`config.mk`:
```
export PLATFORM = sky130hd
export DESIGN_NAME = imm_dec_buf
export DESIGN_NICKNAME = d
export VERILOG_FILES = /design/src/rtl/imm_dec_buf.sv
export SDC_FILE = /design/constraint.sdc
export NUM_CORES = 1
export LEC_CHECK = 0
export ABC_AREA = 0
export CORE_MARGIN = 2
export CORE_UTILIZATION = 41
export CTS_BUF_LIST = sky130_fd_sc_hd__clkbuf_4
export DETAILED_ROUTE_END_ITERATION = 8
export SETUP_SLACK_MARGIN = 0.05
export SLEW_MARGIN = 20
export SYNTH_ARGS = -nofsm -noshare
export SYNTH_HDL_FRONTEND = slang
export SYNTH_SLANG_ARGS = --single-unit
```
`constraint.sdc`:
```
create_clock -name clk -period 5.8 [get_ports clk]
set_clock_uncertainty 0.1 [all_clocks]
set_input_delay 1.16 -clock clk [delete_from_list [all_inputs] [get_ports clk]]
set_output_delay 1.16 -clock clk [all_outputs]
set_load 0.1 [all_outputs]
```
`src/rtl/imm_dec_buf.sv`:
```
// imm_dec_buf: DEPTH-entry FIFO that decodes the RV32I immediate of each word on push
// and presents the head entry to the sign/zero-extend stage. Optional macro: IMM_ILLEGAL_DET_EN.
module imm_dec_buf #(
    parameter int DEPTH = 2
) (
    input  logic        clk,
    input  logic        rst,
    input  logic        instr_valid,
    output logic        instr_ready,
    input  logic [31:0] instr,
    output logic        out_valid,
    input  logic        out_ready,
    output logic [19:0] imm,
    output logic        sz_ex_sel,
    output logic [1:0]  sz_ex_mode
`ifdef IMM_ILLEGAL_DET_EN
    ,
    output logic        illegal
`endif
);

    localparam int PTR_W = (DEPTH > 1) ? $clog2(DEPTH) : 1;
    localparam int CNT_W = $clog2(DEPTH + 1);
`ifdef IMM_ILLEGAL_DET_EN
    localparam int ENT_W = 24;
`else
    localparam int ENT_W = 23;
`endif
    localparam logic [PTR_W-1:0] PTR_ONE  = PTR_W'(1);
    localparam logic [PTR_W-1:0] PTR_ZERO = PTR_W'(0);
    localparam logic [CNT_W-1:0] CNT_ONE  = CNT_W'(1);
    localparam logic [CNT_W-1:0] CNT_ZERO = CNT_W'(0);
    localparam logic [CNT_W-1:0] CNT_FULL = CNT_W'(DEPTH);

    localparam logic [6:0] OP_LUI    = 7'b0110111;
    localparam logic [6:0] OP_AUIPC  = 7'b0010111;
    localparam logic [6:0] OP_JAL    = 7'b1101111;
    localparam logic [6:0] OP_JALR   = 7'b1100111;
    localparam logic [6:0] OP_BRANCH = 7'b1100011;
    localparam logic [6:0] OP_LOAD   = 7'b0000011;
    localparam logic [6:0] OP_STORE  = 7'b0100011;
    localparam logic [6:0] OP_OPIMM  = 7'b0010011;
    localparam logic [6:0] OP_OP     = 7'b0110011;
    localparam logic [6:0] OP_MISC   = 7'b0001111;
    localparam logic [6:0] OP_SYSTEM = 7'b1110011;

    // Entry packing: {sel, mode[1:0], imm[19:0]}
    function automatic logic [22:0] decode_imm(input logic [31:0] w);
        logic [22:0] r;
        r = 23'h0;
        case (w[6:0])
            OP_LUI, OP_AUIPC:          r = {1'b0, 2'b10, w[31:12]};
            OP_JAL:                    r = {1'b1, 2'b11, w[31], w[19:12], w[20], w[30:21]};
            OP_JALR, OP_LOAD, OP_OPIMM: r = {1'b1, 2'b00, 8'h00, w[31:20]};
            OP_STORE:                  r = {1'b1, 2'b00, 8'h00, w[31:25], w[11:7]};
            OP_BRANCH:                 r = {1'b1, 2'b01, 8'h00, w[31], w[7], w[30:25], w[11:8]};
            OP_SYSTEM: begin
                if (w[14]) begin
                    r = {1'b0, 2'b00, 15'h0, w[19:15]};
                end else begin
                    r = 23'h0;
                end
            end
            default:                   r = 23'h0;
        endcase
        return r;
    endfunction

`ifdef IMM_ILLEGAL_DET_EN
    function automatic logic illegal_op(input logic [6:0] op);
        logic r;
        case (op)
            OP_LUI, OP_AUIPC, OP_JAL, OP_JALR, OP_BRANCH, OP_LOAD,
            OP_STORE, OP_OPIMM, OP_OP, OP_MISC, OP_SYSTEM: r = 1'b0;
            default:                                       r = 1'b1;
        endcase
        return r;
    endfunction
`endif

    logic [ENT_W-1:0] mem_r [DEPTH];
    logic [ENT_W-1:0] head_r;
    logic [ENT_W-1:0] head_nxt_s;
    logic [ENT_W-1:0] dec_s;
    logic [PTR_W-1:0] rd_ptr_r;
    logic [PTR_W-1:0] wr_ptr_r;
    logic [PTR_W-1:0] rd_nxt_s;
    logic [CNT_W-1:0] cnt_r;
    logic [CNT_W-1:0] cnt_nxt_s;
    logic [CNT_W-1:0] cnt_rem_s;
    logic             push_s;
    logic             pop_s;

    // Handshakes, decode of the incoming word and next-state of count/head
    always_comb begin
        push_s     = instr_valid && instr_ready;
        pop_s      = out_valid && out_ready;
`ifdef IMM_ILLEGAL_DET_EN
        dec_s      = {illegal_op(instr[6:0]), decode_imm(instr)};
`else
        dec_s      = decode_imm(instr);
`endif
        cnt_rem_s  = pop_s ? (cnt_r - CNT_ONE) : cnt_r;
        rd_nxt_s   = pop_s ? (rd_ptr_r + PTR_ONE) : rd_ptr_r;
        case ({push_s, pop_s})
            2'b10:   cnt_nxt_s = cnt_r + CNT_ONE;
            2'b01:   cnt_nxt_s = cnt_r - CNT_ONE;
            default: cnt_nxt_s = cnt_r;
        endcase
        // The new word becomes head only when nothing older survives this cycle
        if (cnt_nxt_s == CNT_ZERO) begin
            head_nxt_s = '0;
        end else if (push_s && (cnt_rem_s == CNT_ZERO)) begin
            head_nxt_s = dec_s;
        end else begin
            head_nxt_s = mem_r[rd_nxt_s];
        end
    end

    // Control state and registered head/flag outputs
    always_ff @(posedge clk) begin
        if (rst) begin
            cnt_r       <= CNT_ZERO;
            rd_ptr_r    <= PTR_ZERO;
            wr_ptr_r    <= PTR_ZERO;
            head_r      <= '0;
            out_valid   <= 1'b0;
            instr_ready <= 1'b1;
        end else begin
            cnt_r       <= cnt_nxt_s;
            rd_ptr_r    <= rd_nxt_s;
            wr_ptr_r    <= push_s ? (wr_ptr_r + PTR_ONE) : wr_ptr_r;
            head_r      <= head_nxt_s;
            out_valid   <= (cnt_nxt_s != CNT_ZERO);
            instr_ready <= (cnt_nxt_s != CNT_FULL);
        end
    end

    // Entry storage, written on push
    always_ff @(posedge clk) begin
        if (push_s) begin
            mem_r[wr_ptr_r] <= dec_s;
        end
    end

    assign imm        = head_r[19:0];
    assign sz_ex_mode = head_r[21:20];
    assign sz_ex_sel  = head_r[22];
`ifdef IMM_ILLEGAL_DET_EN
    assign illegal    = head_r[23];
`endif

endmodule

```
# After elaboration in Yosys (flattened, before gate mapping)
# Memories as Yosys holds them, arrays and structs flattened.
# Cells that the tools add are included.
# totals
rom_bits	0
output_inout_bits	25
ramBits	46
n_memories	1
latch_bits	0
inputBits	36
register_bits	29
wordCells	40
# classes
bitwise	0
n_eq_ne	12
n_mul	0
n_div	0
shifts	0
muxes	8
n_lt_le_gt_ge	0
n_addsub	4
n_reduce_logical	9
# memory_table
memory	depth	width	read_ports	rd_clocked_by_memory_dff	write_ports	line	text
mem_r	2	23	1	0	1	81	logic [ENT_W-1:0] mem_r [DEPTH];
# ops
operator	count
$pmux W23 S6	1
$eq A7 B7 Y1 const B	4
$mux W23	1
$eq A7 B5 Y1 const B	2
$eq A7 B6 Y1 const B	2
$eq A7 B2 Y1 const B	1
$mux W5	1
$logic_not A2 Y1	2
$pmux W2 S2	1
$reduce_or A2 Y1	2
$logic_and A1 B1 Y1	3
$mux W1	3
$reduce_or A3 Y1	1
$add A1 B1 Y1 const B	2
$add A2 B1 Y2 const B	1
$eq A2 B1 Y1 const B	1
$eq A2 B2 Y1 const B	1
$mux W2	1
$ne A2 B2 Y1 const B	1
$reduce_bool A2 Y1	1
$sub A2 B1 Y2 const B	1

# Depth between registers and ports, before layout
# Gate-level depths: netlist of the first run.
# logic_depth
word_depth	5
mapped_depth	8
mapped_depth_nobuf	8

# Worst setup path before layout of the first run
# No wires, ideal clock.
# synth_timing
path_kind	input to register
start	input port instr_valid
end	memory mem_r[0][0] (enable)
cell_stages	2
setup_time_ps	403
slack_ps	2934
t_arrival_ps	2363
n_path_buf	0
required_time_ps	5297
cell_sequence	nand2_1 > nor2_1
# synth_via
elab_chain_cells	3
# synth_lines
item	line	text
start, declared	8	input logic instr_valid,
$logic_and A1 B1 Y1	96	push_s = instr_valid && instr_ready;
$mux W1	141	if (push_s) begin
$mux W1 (not written as such)	142	mem_r[wr_ptr_r] <= dec_s;
end, declared	81	
# No other way between the ends.

# Final worst setup path of the first run
# layout_timing
start	input port instr[6]
end	memory mem_r[0][3], data pin
# layout_via
elab_chain_cells	3
elab_cells_between_ends	12
cone_classes	eq/ne (9); mux (1); reduce/logical (2)
# layout_lines
item	line	text
start, declared	10	input logic [31:0] instr,
$eq A7 B7 Y1 (tied with other cells)	51	case (w[6:0])
$reduce_or A3 Y1 / $reduce_or A2 Y1 (equally long branches)	51	
$pmux W23 S6 *	51	
named net dec_s[3]	84	logic [ENT_W-1:0] dec_s;
# The timed path passes the listed nets; every way through them passes the cells marked *.

==> reports/results.txt, run 1 <==
Status = finished, final reports clean
Post-synthesis net count = 342
Syn Area/Cell = 11.4 um^2
CTS tree = yes
Root buffer cell = clkbuf_4
Most common cell in the netlist = edfxtp_1
Synth warn = 0
Sum of negative setup slack = 0 ns
Number of post-CTS setup repair buffers = 0
Grt ovf = 0
DR DRC count = 0
Rel. slew slack = 33.5%
Post-layout min period = 3.21 ns
Hold Startpoint = mem_r[0][11]
Area growth from synthesis to layout = 23.0%
Filler cells = 751
Fin cells = 470
Vias in the first global route = 2481
Register share of total power = 46.5%
Dpl hpwl = 5630 um
Hold Crit Endpoint = head_r[11]
Seq/Total Area, Yosys = 56.4%
# placed instances = 453
Row cnt = 33
Synthesized cell area = 3480 um^2
CP peak stage delay = 0.89 ns
Critical path endpoint category = flop
RR Startpoint = instr_ready
Die Width = 96.1 um
Routed via count = 2608
Initial DRC count = 149
Initial antenna violation count = 1
CTS H-tree depth = 3
Clk pin slew, worst setup/hold paths = 0.13 ns
Max-slew violations = 0
Hold Path Stages = 2
Pre-Repair DR Iteration Count = 4
Predominant post-synthesis flop cell = edfxtp_1
Layout cells sized above 1 = 10.2%
R2R setup slack = 3.51 ns
Clk pwr share = 23.7%
Routed WL = 8280 um
WP buf/inv = 2
RSZ-0062 raised after global routing = no
Final Hold Fails = 0
R2R cell count = 8
Worst hold slack = 0.414 ns
CTS max path bufs = 2
Peak VDD IR = 0.123 mV
Ports = 61
Top cells by area, synth = edfxtp_1 40%, dfxtp_1 17%, nand2_1 4.2%
Antenna Nets Post-Route = 0
Yosys top cell by area = edfxtp_1
Worst-Margin Slew = 0.993 ns
Achievable Freq = 312 MHz
First-pass GRT wire length = 13100 um
Clock insertion delay at the later pin of the skew report = 0.41 ns
Routability cong. = 0.883
Pwr dens = 319 nW/um^2
Synth cell count leaders = 46 x edfxtp_1, 39 x nand2_1, 29 x dfxtp_1, 29 x nor2_1, 14 x buf_2
R2R Path End = head_r[13]
Core Box Area = 8220 um^2
Max-cap violation count = 0
Combinational fraction of design power = 29.8%
Fin util = 52.1%
Worst Path Required = 5.85 ns
CTS resizes = 0
Total power = 0.00136 W
Final setup vio count = 0
Post-synthesis register bit count = 75
Net Sw Frac = 36.3%
P_int = 0.000868 W
Die Area = 9240 um^2
Startpoint Class = input pin
Distinct cells, synth = 57
Critical path class = input pin to flop
Initial core utilization = 42.3%
Final #Nets = 397
Syn Inst Count = 304
Vias/cell = 5.55
Post-synth EDFFs = 46
Wire per inst = 17.6 um
Crit-path max FO = 20
Chip Height = 96.1 um
CP Cell Sequence = clkdlybuf4s50_1 > and3b_1 > and2_4 > a32o_1 > a2111oi_4 > inv_1
Number of CTS-inserted buffers = 9
CP delay by family, top = buffers and inverters
Share of the synthesized area in the top cell type = 39.7%
Sw power = 0.000495 W
CP arrival = 3.26 ns
Total clock sinks = 75
Hold crit path type = flop to flop
Largest net degree at the start of global routing = 37
CP max stage cell = clkdlybuf4s50_1
Async SR Flop Fraction = 0%
Hold Buf Count CTS = 0
GRT Overall Usage = 19.1%
Leakage = 1.67 nW
Final Cycle Share = 55.3%
I/O Buffers = 60
layout by cell type, fill, tap and decap left out, types with 5 or more instances in the layout:
master           netlist  layout
a21oi_1               12      12
mux2i_1                8       8
clkbuf_4               0      11
a22o_1                 7       7
a221o_1                6       6
dfxtp_1               29      29
and3_1                10      10
a311oi_1              12      12
buf_4                  2       5
nand2_1               39      39
edfxtp_1              46      46
a211oi_1               9       9
nor2_1                29      28
inv_1                  9       9
clkdlybuf4s50_1        0      60
metrics by stage:
step,area [um^2],setup WS (ns)
final,4280,2.59
after global routing,4280,2.49
after CTS,4280,2.58
after detailed placement,4140,2.17
after global placement,4140,2.24
after floorplan,3480,2.93
how the worst max path moves through the flow:
| stage | from | end | depth (start not counted) |
|---|---|---|---|
| floorplan | instr_valid | mem_r[0][0] | 2 |
| CTS | instr_ready | instr_ready | 1 |
| global placement | instr[6] | mem_r[0][3] | 6 |
| detailed placement | instr[6] | mem_r[1][1] | 6 |
| finish | instr[6] | mem_r[0][3] | 6 |
| global route | instr[6] | mem_r[0][1] | 6 |
cell families after synthesis:
| group | Yosys count | synth area share [%] |
|---|---|---|
| multiplexers | 9 | 2.63 |
| AO/OA/AOI/OAI | 71 | 17.7 |
| buffers and inverters | 30 | 4.39 |
| AND/OR/NAND/NOR | 113 | 17.0 |
| XOR/XNOR | 4 | 1.22 |
| flip-flops | 75 | 56.4 |
| adder cells (fa/ha/maj) | 2 | 0.719 |
sequential cells by signal, summed over array words and instances (netlist names):
register and count:
mem_r 46, cnt_r 2, instr_ready 1, wr_ptr_r 1, out_valid 1, head_r 23, rd_ptr_r 1
worst min-delay path, stage by stage (launching register included):
cell	delay [ns]
edfxtp_1	0.38
nand2_1	0.06
a211oi_1	0.06
routing by layer:
layer	vias to the layer above	routed length [um]	share of wire [%]	GRT usage [%]
met3	13	502	6.1	4.23
met4	0	164	2.0	7.26
met1	1245	3880	47	26.4
li1	1261	-	-	-
met5	-	0	0	0
met2	89	3730	45	29.3
cell type report:
class / instances / area, um^2 / share of cell area (%)
clock inverters: 5 / 53.8 / 1.26
multi-input cells: 199 / 1370 / 32.1
repair buffers: 65 / 638 / 14.9
diodes: 1 / 2.50 / 0.0585
clock buffers: 11 / 82.6 / 1.93
inverters: 9 / 33.8 / 0.790
flip-flops and latches: 75 / 1960 / 45.9
well taps: 105 / 131 / 3.07
power by group through the flow:
stage,clock network (W),registers (W),logic [W]
2_1_floorplan,0,0.000797,0.000140
3_3_place_gp,0,0.000644,0.000408
3_5_place_dp,0,0.000646,0.000407
4_1_cts,0.000330,0.000634,0.000408
5_1_grt,0.000350,0.000638,0.000434
6_report,0.000323,0.000633,0.000407
Note: power is estimated with default switching activity, not from simulation.
==> run 2, diff against run 1 <==
- clock period: 5.8 -> 3.3 ns (I/O delays scaled with it)
==> reports/results.txt, run 2 (synthesis gave the netlist of run 1 again) <==
RR Startpoint = instr_ready
R2R Path End = head_r[12]
Filler cells = 742 (-1.2%)
Worst Path Required = 3.36 ns (-2.49 ns)
Crit-path max FO = 14 (-30%)
Row cnt = 33 (unchanged)
First-pass GRT wire length = 13600 um (+4.0%)
Clock insertion delay at the later pin of the skew report = 0.41 ns (about the same)
Biggest regs = mem_r: 46 flops, head_r: 23 flops, cnt_r: 2 flops
Ports = 61 (unchanged)
Wire per inst = 17.5 um (-0.75%)
Antenna Nets Post-Route = 0 (unchanged)
Die Area = 9240 um^2 (unchanged)
Die Width = 96.1 um (unchanged)
Layout cells sized above 1 = 19.0% (+8.9 points)
Total clock sinks = 75 (unchanged)
Combinational fraction of design power = 31.3% (+1.5 points)
I/O Buffers = 60 (unchanged)
Most frequent cells in the layout = 46 x edfxtp_1, 39 x nand2_1, 38 x buf_4, 35 x clkdlybuf4s50_1, 29 x dfxtp_1
Chip Height = 96.1 um (unchanged)
Global routing's busiest layer = met2
Startpoint Class = input pin
Initial antenna violation count = 0 (-1)
Area growth from synthesis to layout = 22.5%
Critical path endpoint category = flop
Worst-Margin Slew = 0.579 ns (-0.414 ns)
Total power = 0.00233 W (+71%)
P_int = 0.00146 W (+68%)
Critical path launch point = instr[3]
Initial DRC count = 148 (-0.67%)
Pwr dens = 546 nW/um^2 (+71%)
Achievable Freq = 412 MHz
Vias/cell = 5.61 (+1.0%)
Final Cycle Share = 73.6%
Number of CTS-inserted buffers = 9 (unchanged)
CP arrival = 2.49 ns (-0.77 ns)
CTS H-tree depth = 3 (unchanged)
Core Box Area = 8220 um^2 (unchanged)
R2R cell count = 7 (-1)
Max-cap violation count = 0 (unchanged)
CTS resizes = 0 (unchanged)
Status = finished, final reports clean
Post-layout min period = 2.43 ns
Final Hold Fails = 0 (unchanged)
Largest net degree at the start of global routing = 29 (-22%)
Hold crit path type = flop to flop
Peak VDD IR = 0.179 mV (+46%)
Sum of negative setup slack = 0 ns (unchanged)
Leakage = 1.75 nW (+4.6%)
Number of post-CTS setup repair buffers = 0 (unchanged)
Clk pin slew, worst setup/hold paths = 0.12 ns (about the same)
Sw power = 0.000871 W (+76%)
Commonest non-fill, non-tap cell in the layout = edfxtp_1
RSZ-0062 raised after global routing = no
Clk pwr share = 20.9% (-2.8 points)
Rel. slew slack = 61.4% (+28 points)
Routed WL = 8350 um (+0.94%)
Antenna Cells = 0 (-1)
CTS tree = yes
Net Sw Frac = 37.4% (+1.1 points)
Max reg flops = 46 (unchanged)
DR DRC count = 0 (unchanged)
Worst hold slack = 0.427 ns (+0.0133 ns)
Final #Nets = 406 (+2.3%)
Met3 capacity usage during global routing = 3.99% (-0.23 points)
Setup crit end = mem_r[0][1]
Routability cong. = 0.949 (+7.5%)
CTS max path bufs = 2 (unchanged)
Met1 Use GR = 27.5% (+1.1 points)
GRT Overall Usage = 19.8% (+0.64 points)
Root buffer cell = clkbuf_4
Routed via count = 2680 (+2.8%)
Hold Buf Count CTS = 0 (unchanged)
Final setup vio count = 0 (unchanged)
Critical path class = input pin to flop
Top reg by flops = mem_r
R2R setup slack = 1.26 ns (-2.25 ns)
Vias in the first global route = 2598 (+4.7%)
GR Layer Usage met2 = 31.0% (+1.7 points)
Initial core utilization = 42.3% (unchanged)
Grt ovf = 0 (unchanged)
Pre-Repair DR Iteration Count = 4 (unchanged)
Max-slew violations = 0 (unchanged)
Register share of total power = 47.9% (+1.4 points)
Dpl hpwl = 5900 um (+4.8%)
[run 2: cell count changes in the layout (fill, tap and decap cells not counted), sizes merged]
cell,previous run,this run
buf,5,39
bufinv,1,0
clkdlybuf4s50,60,35
clkinv,2,3
diode,1,0
[run 2: worst max-delay path, stage by stage]
cell and delay, ns:
clkdlybuf4s50_1 0.56, and3b_1 0.35, and2_4 0.25, a221o_1 0.36
a221oi_2 0.22, inv_1 0.09
[run 2: final cells by class]
class / count / area (um^2) / share of cell area, %
multi-input cells: 199 / 1370 / 32.1
flip-flops and latches: 75 / 1960 / 46.0
repair buffers: 74 / 656 / 15.4
inverters: 9 / 33.8 / 0.793
well taps: 105 / 131 / 3.08
clock inverters: 5 / 30.0 / 0.705
clock buffers: 11 / 82.6 / 1.94
[run 2: power by group through the flow]
stage	registers [W]	clock network [W]	logic [W]
5_1_grt	0.00112	0.000545	0.000779
4_1_cts	0.00111	0.000511	0.000731
3_3_place_gp	0.00113	0	0.000725
6_report	0.00111	0.000485	0.000728
2_1_floorplan	0.00140	0	0.000247
3_5_place_dp	0.00114	0	0.000730
[run 2: metrics by stage]
| step | instance area, um^2 | util, % | worst slack (ns) | instances |
|---|---|---|---|---|
| floorplan | 3480 | - | 0.463 | 304 |
| global placement | 4150 | 50.5 | 0.499 | 462 |
| detailed placement | 4150 | 50.5 | 0.478 | 462 |
| CTS | 4260 | 51.9 | 0.935 | 478 |
| global route | 4260 | 51.9 | 0.793 | 478 |
| finish | 4260 | 51.9 | 0.872 | 478 |
[run 2: how the worst min path moves through the flow]
stage / endpoint / start / depth (start not counted) / slack (ns)
CTS: head_r[0] / mem_r[0][0] / 2 / 0.42
finish: head_r[0] / mem_r[0][0] / 2 / 0.43
floorplan: wr_ptr_r / wr_ptr_r / 2 / 0.39
global route: head_r[0] / mem_r[0][0] / 2 / 0.43
detailed placement: head_r[0] / mem_r[0][0] / 2 / 0.42
global placement: head_r[11] / mem_r[0][11] / 2 / 0.41
[run 2: routing by layer]
layer / share of wire, % / wire length, um
met4: 1.5 / 125
met2: 47 / 3940
met1: 46 / 3810
met5: 0 / 0
met3: 5.8 / 484
==> run 3, diff against run 2 <==
- clock period: 3.3 -> 2.37 ns (I/O delays scaled with it)
==> reports/results.txt, run 3 (synthesis gave the netlist of run 1 again) <==
CTS max path bufs = 2 (unchanged)
Startpoint Class = input pin
# placed instances = 498 (+7.8%)
Initial core utilization = 42.3% (unchanged)
Antenna Nets Post-Route = 0 (unchanged)
CTS H-tree depth = 3 (unchanged)
Number of CTS-inserted buffers = 9 (unchanged)
Core Box Area = 8220 um^2 (unchanged)
Final Cycle Share = 90.9%
Clk pin slew, worst setup/hold paths = 0.13 ns (about the same)
Critical path endpoint category = flop
Pwr dens = 777 nW/um^2 (+42%)
Peak VDD IR = 0.322 mV (+80%)
Row cnt = 33 (unchanged)
Worst path most repeated cell = buf_4
I/O Buffers = 60 (unchanged)
Die Width = 96.1 um (unchanged)
R2R Path End = head_r[20]
Routability cong. = 0.919 (-3.2%)
Achievable Freq = 464 MHz
Vias in the first global route = 2702 (+4.0%)
R2R cell count = 7 (unchanged)
Wire per inst = 17.3 um (-1.2%)
Number of post-CTS setup repair buffers = 0 (unchanged)
DR DRC count = 0 (unchanged)
Critical path class = input pin to flop
CP Cell Sequence = clkdlybuf4s50_1 > and3b_1 > buf_4 > nand3_1 > o22ai_1 > a221oi_1 > buf_4 > inv_1
Hold Startpoint = mem_r[0][15]
Biggest regs = mem_r: 46 flops, head_r: 23 flops, cnt_r: 2 flops
Finished Cell Area = 4640 um^2 (+9.0%)
Commonest non-fill, non-tap cell in the layout = buf_4
Final setup vio count = 0 (unchanged)
Final setup margin = 0.216 ns (-0.656 ns)
Hold Buf Count CTS = 0 (unchanged)
Layout cells sized above 1 = 26.4% (+7.4 points)
Dpl hpwl = 6590 um (+12%)
Initial DRC count = 187 (+26%)
CP arrival = 2.24 ns (-0.25 ns)
Pre-CTS WS = -0.211 ns (-0.689 ns)
GRT Overall Usage = 20.7% (+0.92 points)
First-pass GRT wire length = 14100 um (+3.4%)
CTS tree = yes
Top reg by flops = mem_r
Total clock sinks = 75 (unchanged)
Setup crit end = mem_r[0][2]
Sum of negative setup slack = 0 ns (unchanged)
RSZ-0062 raised after global routing = no
Die Area = 9240 um^2 (unchanged)
Max reg flops = 46 (unchanged)
Max-slew violations = 0 (unchanged)
Rel. slew slack = 66.8% (+5.4 points)
Worst-Margin Slew = 0.494 ns (-0.0850 ns)
Total power = 0.00361 W (+55%)
CTS resizes = 0 (unchanged)
Routed WL = 8870 um (+6.2%)
Hold crit path type = flop to flop
Area growth from synthesis to layout = 33.5%
Clock insertion delay at the later pin of the skew report = 0.42 ns (about the same)
Root buffer cell = clkbuf_4
Final #Nets = 442 (+8.9%)
Chip Height = 96.1 um (unchanged)
Most frequent cells in the layout = 71 x buf_4, 46 x edfxtp_1, 39 x nand2_1, 35 x clkdlybuf4s50_1, 28 x nor2_1
Final Hold Fails = 0 (unchanged)
Post-layout min period = 2.15 ns
Leakage = 1.97 nW (+13%)
CP peak stage delay = 0.55 ns (about the same)
Max-cap violation count = 0 (unchanged)
CP max stage cell = clkdlybuf4s50_1
Grt ovf = 0 (unchanged)
R2R setup slack = 0.56 ns (-0.70 ns)
Critical path launch point = instr[3]
Fin cells = 514 (+7.5%)
Initial antenna violation count = 0 (unchanged)
RR Startpoint = out_valid
Ports = 61 (unchanged)
Vias/cell = 5.42 (-3.4%)
Largest net degree at the start of global routing = 37 (+28%)
Crit-path max FO = 5 (-9)
DP Area = 4460 um^2 (+7.5%)
Routed via count = 2784 (+3.9%)
Status = finished, final reports clean
Antenna Cells = 0 (unchanged)
Pre-Repair DR Iteration Count = 4 (unchanged)
Worst Path Required = 2.45 ns (-0.91 ns)
run 3: how the worst min path moves through the flow:
stage / depth (start not counted) / slack, ns / end
2_1_floorplan: 2 / 0.40 / head_r[0]
3_3_place_gp: 2 / 0.42 / head_r[0]
3_5_place_dp: 2 / 0.42 / head_r[0]
4_1_cts: 2 / 0.43 / head_r[15]
5_1_grt: 2 / 0.47 / head_r[22]
6_report: 2 / 0.42 / head_r[15]
run 3: critical path, delay by kind of cell:
family	cells	cell delay (ns)
buffers and inverters	4	0.96
AOI/OAI and AO/OA	2	0.45
and+or+nand+nor	2	0.34
run 3: layout make-up:
class / instances / area [um^2]
multi-input combinational: 199 / 1370
sequential: 75 / 1960
timing repair buffer: 110 / 963
inverter: 9 / 33.8
fill: 705 / 3570
clock buffer: 9 / 67.6
clock inverter: 7 / 116
tap: 105 / 131
run 3: where the power goes:
| group | internal (W) | switching (W) |
|---|---|---|
| logic | 0.000329 | 0.000745 |
| registers | 0.00151 | 0.0000415 |
| clock network | 0.000532 | 0.000449 |
run 3: per-layer routing:
layer  GRT usage [%]  part of all wire [%]  wire length, um  up-vias
met5               0                     0                0        -
met4            10.6                   2.4              213        0
met3            3.37                   5.6              498       15
met2            31.4                    46             4070      105
met1            28.4                    46             4090     1315
li1                -                     -                -     1349
run 3: stage by stage:
stage | hold WS (ns) | utilization (%)
after CTS | 0.426 | 56.5
after global routing | 0.466 | 56.5
after floorplan | 0.396 | -
after detailed placement | 0.419 | 54.3
final | 0.420 | 56.5
after global placement | 0.415 | 54.3
